**src/rtl/cmac_ctrl.sv**
```systemverilog
// CMAC mode controller driving an AES-128 core: subkey derivation, block chaining, padding, MAC output.
// Optional CMAC_VERIFY_EN adds exp_mac input and registered mac_match output.
module cmac_ctrl #(
  parameter int AES_TIMEOUT = 32
) (
  input  logic         CLK,
  input  logic         Rst_n,
  input  logic [127:0] key,
  input  logic         key_ld,
  input  logic         msg_valid,
  output logic         msg_ready,
  input  logic [127:0] msg_data,
  input  logic         msg_last,
  input  logic [4:0]   msg_bytes,
`ifdef CMAC_VERIFY_EN
  input  logic [127:0] exp_mac,
  output logic         mac_match,
`endif
  output logic         mac_valid,
  output logic [127:0] mac,
  output logic         busy,
  output logic         err,
  output logic         aes_ld,
  output logic [127:0] aes_key,
  output logic [127:0] aes_text_in,
  input  logic         aes_done,
  input  logic [127:0] aes_text_out
);

  typedef enum logic [1:0] {IDLE, SUBKEY, READY, BLOCK} state_t;

  localparam logic [7:0] TMO_LAST = 8'(AES_TIMEOUT - 1);

  state_t       state;
  logic [127:0] k1, k2, chain;
  logic [127:0] pad, blk;
  logic         full, last_r;
  logic [7:0]   tmo_cnt;
`ifdef CMAC_VERIFY_EN
  logic [127:0] exp_r;
`endif

  // GF(2^128) doubling used for subkey derivation
  function automatic logic [127:0] dbl(input logic [127:0] v);
    return {v[126:0], 1'b0} ^ {120'd0, (v[127] ? 8'h87 : 8'h00)};
  endfunction

  assign msg_ready = (state == READY) && !key_ld;
  assign busy      = (state == SUBKEY) || (state == BLOCK);

  always_comb begin
    pad = '0;
    for (int i = 0; i < 16; i++) begin
      if (i < int'(msg_bytes))
        pad[127-8*i -: 8] = msg_data[127-8*i -: 8];
      else if (i == int'(msg_bytes))
        pad[127-8*i -: 8] = 8'h80;
    end
    full = !msg_last || (msg_bytes >= 5'd16);
    blk  = chain ^ (full ? msg_data : pad) ^ (!msg_last ? '0 : (full ? k1 : k2));
  end

  always_ff @(posedge CLK) begin
    if (!Rst_n) begin
      state       <= IDLE;
      k1          <= '0;
      k2          <= '0;
      chain       <= '0;
      last_r      <= 1'b0;
      tmo_cnt     <= '0;
      mac_valid   <= 1'b0;
      mac         <= '0;
      err         <= 1'b0;
      aes_ld      <= 1'b0;
      aes_key     <= '0;
      aes_text_in <= '0;
`ifdef CMAC_VERIFY_EN
      exp_r       <= '0;
      mac_match   <= 1'b0;
`endif
    end else begin
      aes_ld    <= 1'b0;
      mac_valid <= 1'b0;
      err       <= 1'b0;
`ifdef CMAC_VERIFY_EN
      mac_match <= 1'b0;
`endif
      if (key_ld) begin
        aes_key     <= key;
        chain       <= '0;
        aes_text_in <= '0;
        aes_ld      <= 1'b1;
        tmo_cnt     <= '0;
        last_r      <= 1'b0;
        state       <= SUBKEY;
      end else begin
        case (state)
          READY: begin
            if (msg_valid) begin
              aes_text_in <= blk;
              aes_ld      <= 1'b1;
              tmo_cnt     <= '0;
              last_r      <= msg_last;
`ifdef CMAC_VERIFY_EN
              exp_r       <= exp_mac;
`endif
              state       <= BLOCK;
            end
          end
          SUBKEY, BLOCK: begin
            // a done coincident with our own launch belongs to an aborted run
            if (aes_done && !aes_ld) begin
              state <= READY;
              if (state == SUBKEY) begin
                k1    <= dbl(aes_text_out);
                k2    <= dbl(dbl(aes_text_out));
                chain <= '0;
              end else if (last_r) begin
                mac       <= aes_text_out;
                mac_valid <= 1'b1;
                chain     <= '0;
`ifdef CMAC_VERIFY_EN
                mac_match <= (aes_text_out == exp_r);
`endif
              end else begin
                chain <= aes_text_out;
              end
            end else if (tmo_cnt == TMO_LAST) begin
              err   <= 1'b1;
              k1    <= '0;
              k2    <= '0;
              chain <= '0;
              state <= IDLE;
            end else begin
              tmo_cnt <= tmo_cnt + 8'd1;
            end
          end
          default: ;
        endcase
      end
    end
  end

endmodule

```
**config.mk**
```make
export PLATFORM = sky130hd
export DESIGN_NAME = cmac_ctrl
export DESIGN_NICKNAME = d
export VERILOG_FILES = /design/src/rtl/cmac_ctrl.sv
export SDC_FILE = /design/constraint.sdc
export NUM_CORES = 2
export LEC_CHECK = 0
export CAP_MARGIN = 25
export CORE_AREA = 10 10 293 295
export CTS_CLUSTER_SIZE = 16
export DETAILED_ROUTE_END_ITERATION = 6
export DIE_AREA = 0 0 303 305
export DONT_BUFFER_PORTS = 1
export HOLD_SLACK_MARGIN = 0.03
export MAX_ROUTING_LAYER = met4
export SYNTH_ARGS = -nofsm -noshare
export SYNTH_HDL_FRONTEND = slang
export SYNTH_SLANG_ARGS = --single-unit
```
**constraint.sdc**
```tcl
create_clock -name CLK -period 3.02 [get_ports CLK]
set_clock_uncertainty 0.1 [all_clocks]
set_input_delay 0.453 -clock CLK [delete_from_list [all_inputs] [get_ports CLK]]
set_output_delay 0.453 -clock CLK [all_outputs]
set_load 0.005 [all_outputs]
```
[Word-level counts from Yosys, hierarchy flattened]
Index checks and enable logic that the tools add are counted.
Storage, ports and cells
  memories: 0
  bits in latches: 0
  register bits after elaboration: 782
  bits in read-only memories: 0
  word-level logic and storage cells: 147
  input bits: 395
  RAM bits: 0
Operators by class
  $mul: 0
  add/subtract/negate cells: 1
  equality and inequality tests: 26
  bitwise operators: 9
  order comparisons: 17
  mux-type cells: 59
  shift-type cells: 0
  divide/modulo/power cells: 0
  reduce and logical (&&, ||, !) cells: 22
Operators with widths (count)
  two-way mux 128 bit: 11
  two-way mux 8 bit: 37
  bitwise XOR 128 bit: 2
  bitwise XOR 128 x 8 -> 128 bit: 2
  == test 5 bit (first input constant): 8
  less-than comparator 4 x 5 -> 1 bit (first input constant): 8
  == test 4 x 5 -> 1 bit (first input constant): 4
  less-than comparator 3 x 5 -> 1 bit (first input constant): 4
  one-hot mux 8 bit (2 select lines): 1
  == test 3 x 5 -> 1 bit (first input constant): 2
  less-than comparator 1 x 5 -> 1 bit (first input constant): 2
  less-than comparator 2 x 5 -> 1 bit (first input constant): 2
  adder 8 x 1 -> 8 bit (second input constant): 1
  == test 8 x 5 -> 1 bit (second input constant): 1
  != test 2 bit (second input constant): 4
  AND reduction 4 bit: 2
  two-way mux 1 bit: 6
  two-way mux 2 bit: 3
  != test 3 bit (second input constant): 2
  AND reduction 3 bit: 2
  == test 2 x 5 -> 1 bit (first input constant): 1
  greater-or-equal comparator 5 bit (second input constant): 1
  logical NOT 5 bit: 1
  NOT 1 bit: 5
  other kinds (14): 22

[Longest topological paths before layout]
  depth in word-level cells: 6
  mapped depth: 9
  mapped depth without buffers: 6

[Worst setup path after synthesis]
OpenSTA, ideal clock, no wires.
  kind: input-to-reg
  start: input key_ld
  end: register mac[100]
  path buffers: 3
  arrival time: 1.678 ns
  data required time: 2.798 ns
  cell stages on the path: 7
  setup slack: 1.120 ns
  cells stage by stage: buf_2 nand2b_1 or3_1 clkbuf_1 clkbuf_1 nand2_1 a21boi_0
On the way
  longest elaborated chain between the ends: 2
RTL lines
  from (decl): RTL line 9  | input logic key_ld,
  NOT 1 bit (no source line)
  AND reduction 5 bit (no source line)
  to (signal assigned): RTL line 119  | mac <= aes_text_out;
  to (decl): RTL line 20  | output logic [127:0] mac,
Every way passes these cells.
A chain may end at the register's enable or synchronous reset.

[Final worst setup path]
  start: register state[0]
  end: register mac[48]
On the way
  longest elaborated chain between the ends: 3
  elaborated cells on any way between the ends: 5
  classes of those cells: 2 x eq/ne; 1 x bitwise; 2 x reduce/logical
RTL lines
  from (decl): RTL line 34  | state_t state;
  from (signal assigned): RTL line 65  | state <= IDLE;
  from (signal assigned): RTL line 95  | state <= SUBKEY;
  from (signal assigned): RTL line 107  | state <= BLOCK;
  == test 2 x 1 -> 1 bit / == test 2 bit (equally long branches): RTL line 97, 114
  OR reduction 2 bit / NOT 1 bit (equally long branches)
  AND reduction 5 bit (no source line) (*)
Mark *: on every way between the ends. The rest lies on a longest branch, timed or not.

==> impl_metrics.json <==
{
  "status": "finished clean",
  "finalSetupViolations": 0,
  "io_buffers": 0,
  "pwr-share-comb": 0.088,
  "area_delta_synth_final_pct": 32.1,
  "die_area_um2": 92400,
  "dr.pass1.iters": 6,
  "multiInputGateArea_um2": 14600,
  "setup_tns_ns": 0,
  "grt_usage": 0.245,
  "rsz0062_at_grt": "no",
  "clk_latency_ns": 0.64,
  "critPathLaunch": "state[0]",
  "yosysSeqAreaShare": 0.455,
  "nets": 4068,
  "ys_ff_latch": 657,
  "sequentialPowerShare": 0.434,
  "regArea_um2": 13200,
  "netSwitchingPower_mw": 5.02,
  "arrival_ns": 3.30,
  "cp_slowest_stage_delay_ns": 0.58,
  "pre_cts_slack_ns": 0.490,
  "min_period_ns": 2.86,
  "power_frac_clock": 0.478,
  "die_width_um": 303,
  "path_clk_slew_ns": 0.06,
  "synthCells": 3217,
  "wl_per_cell_um": 24.0,
  "final_core_util": 0.478,
  "totalWireLength_um": 115000,
  "hp-class": "in -> reg",
  "synth_top_cell_by_area": "dfxtp_1",
  "first_global_vias": 25400,
  "syn_area_per_cell_um2": 8.99,
  "htree_num_levels": 3,
  "num_rows": 104,
  "max_freq_mhz": 350,
  "start_util": 0.362,
  "cts_buffers": 76,
  "dpl.hpwl_um": 73400,
  "antenna_found_initial": 23,
  "peakVddDrop_v": 0.000377,
  "drv_slew": 0,
  "cpMaxStageDelayCell": "dlygate4sd3_1",
  "min_period_over_period": 0.946,
  "cts_tree": "done",
  "crit_type": "reg -> reg",
  "routed_via_density": 5.19,
  "hold_slack_ns": 0.0664,
  "worst_hold_startpoint": "msg_data[15]",
  "place_congestion": 0.836,
  "fill_cells": 7315,
  "drive_above_1_share": 0.107,
  "vias": 25000,
  "grt_max_degree": 225,
  "worstPathCellList": "buf_4 > nand2b_1 > nor3_2 > buf_12 > nand2_1 > a21boi_0 > dlygate4sd3_1",
  "final_cell_area_um2": 38200,
  "dpl_cell_area_um2": 29600,
  "dp.cells": 4074,
  "ios": 784,
  "slew_headroom": 0.389,
  "cts_sinks": 657,
  "die_h_um": 305,
  "critPathLaunchType": "register",
  "power_density_nw_per_um2": 542,
  "route.detailed.drc": 0,
  "hold_viol": 0,
  "finalWorstSetupSlack_ns": 0.162,
  "ant_nets": 0,
  "end_kind": "register",
  "finalNonFillerCells": 4814,
  "gr-total-overflow": 0,
  "synth_area_leaders": "dfxtp_1 45%, nand2_1 9.4%, nor2b_1 5.6%",
  "drv_cap": 0,
  "worst_pin_slew_ns": 0.917,
  "synth_area_um2": 28900,
  "critPathMaxFanout": 81,
  "synth_top_area_frac": 0.455,
  "coreArea_um2": 79900,
  "cp.required_ns": 3.47,
  "synth_cell_types": 47,
  "whs_endpoint": "aes_text_in[15]",
  "synth_warnings": 0,
  "root_buffer": "clkbuf_16",
  "p_total_mw": 20.7,
  "leakage_nw": 14.0,
  "grt_pass1_wl_um": 170000,
  "clock_path_buffers": 3,
  "drtIter0Drc": 1512,
  "r2r_cells": 7,
  "synth_nets": 3613,
  "min_path_cells": 3,
  "regToRegEndpoint": "mac[48]",
  "switching_share": 0.242,
  "r2r_setup_slack_ns": 0.16,
  "p_int_mw": 15.7,
  "worst_r2r_startpoint": "state[0]"
}
## metal layers
metal / GRT usage / part of all wire / vias up
li1: - / - / 11700
met3: 0.0686 / 0.080 / 224
met2: 0.408 / 0.49 / 966
met5: - / 0 / -
met1: 0.278 / 0.39 / 12100
met4: 0.0855 / 0.033 / 0
## kinds of logic after synthesis
logic type | synth area share
AO/OA/AOI/OAI | 0.142
XOR/XNOR | 0.0787
adder cells (fa/ha/maj) | 0.000433
buffers and inverters | 0.0426
flip-flops | 0.455
multiplexers | 0.0914
AND/OR/NAND/NOR | 0.191
## layout make-up
class	count	area share
tap	1060	0.0347
clock buffer	103	0.0556
antenna	23	0.00151
clock inverter	34	0.0145
timing repair buffer	625	0.166
inverter	4	0.000393
multi-input combinational	2308	0.383
sequential	657	0.344
## worst max-delay path: cells and delay by family, from the launching register on
family                 cells  cell delay [ns]
buffers and inverters      3             1.08
AND/OR/NAND/NOR            3             0.84
AO/OA/AOI/OAI              1             0.19
flip-flops                 1             0.30
## worst max-delay path by stage
stage	endpoint	slack (ns)	cells after the start
6_report	mac[48]	0.16	7
5_1_grt	mac[48]	0.02	7
4_1_cts	k1[86]	0.20	7
3_5_place_dp	aes_text_in[87]	0.49	6
3_3_place_gp	aes_text_in[76]	0.49	5
2_1_floorplan	mac[100]	1.12	7
## timing repair
action,in CTS,in global routing
endpoints found under the hold margin,602,0
resized for setup,0,1
buffers inserted,0,1
hold buffers,578,0
setup endpoints to repair,0,1
## power by group through the flow
stage                     Combinational, mW  Sequential [mW]  Clock [mW]
after floorplan                       0.994             9.10           0
after global placement                 1.06             9.18           0
after detailed placement               1.08             9.17           0
after CTS                              1.78             8.99        10.1
after global routing                   1.94             9.01        10.5
final                                  1.82             9.00        9.89
## synth_stat cells, drive strengths merged
library cell,instances
nor4b,2
o21a,2
or3b,2
or4b,1
o211ai,2
nand4,4
nand3,163
nand2,724
mux2i,128
inv,4
a21boi,128
a32oi,2
nand2b,12
nand3b,1
xnor2,139
a211oi,4
xor2,121
nor2,21
o21ai,158
o31ai,1
mux2,121
a22oi,129
or3,2
nor2b,261
buf,101
and2,2
o31a,1
dfxtp,657
and3b,1
nor3b,2
and4,2
clkbuf,148
a21oi,163
ha,1
nor3,6
o41ai,1
## placed cells by master (no fill, tap or decap), drive strengths merged, types with 13 or more instances in the layout
| cell | count |
|---|---|
| a21boi | 128 |
| clkbuf | 103 |
| o21ai | 158 |
| nand2 | 724 |
| mux2 | 121 |
| mux2i | 128 |
| a21oi | 163 |
| dfxtp | 657 |
| nor2b | 261 |
| xor2 | 121 |
| nand3 | 163 |
| nor2 | 21 |
| nand2b | 13 |
| diode | 23 |
| clkinv | 13 |
| buf | 49 |
| dlygate4sd3 | 576 |
| a22oi | 129 |
| xnor2 | 139 |
## registers in the layout, indices dropped and copies added (netlist names), 2 cells and up
signal       flops
k1             127
state            2
chain          128
tmo_cnt          8
k2               4
aes_key        128
aes_text_in    128
mac            128
Note: power is estimated with default switching activity, not from simulation.
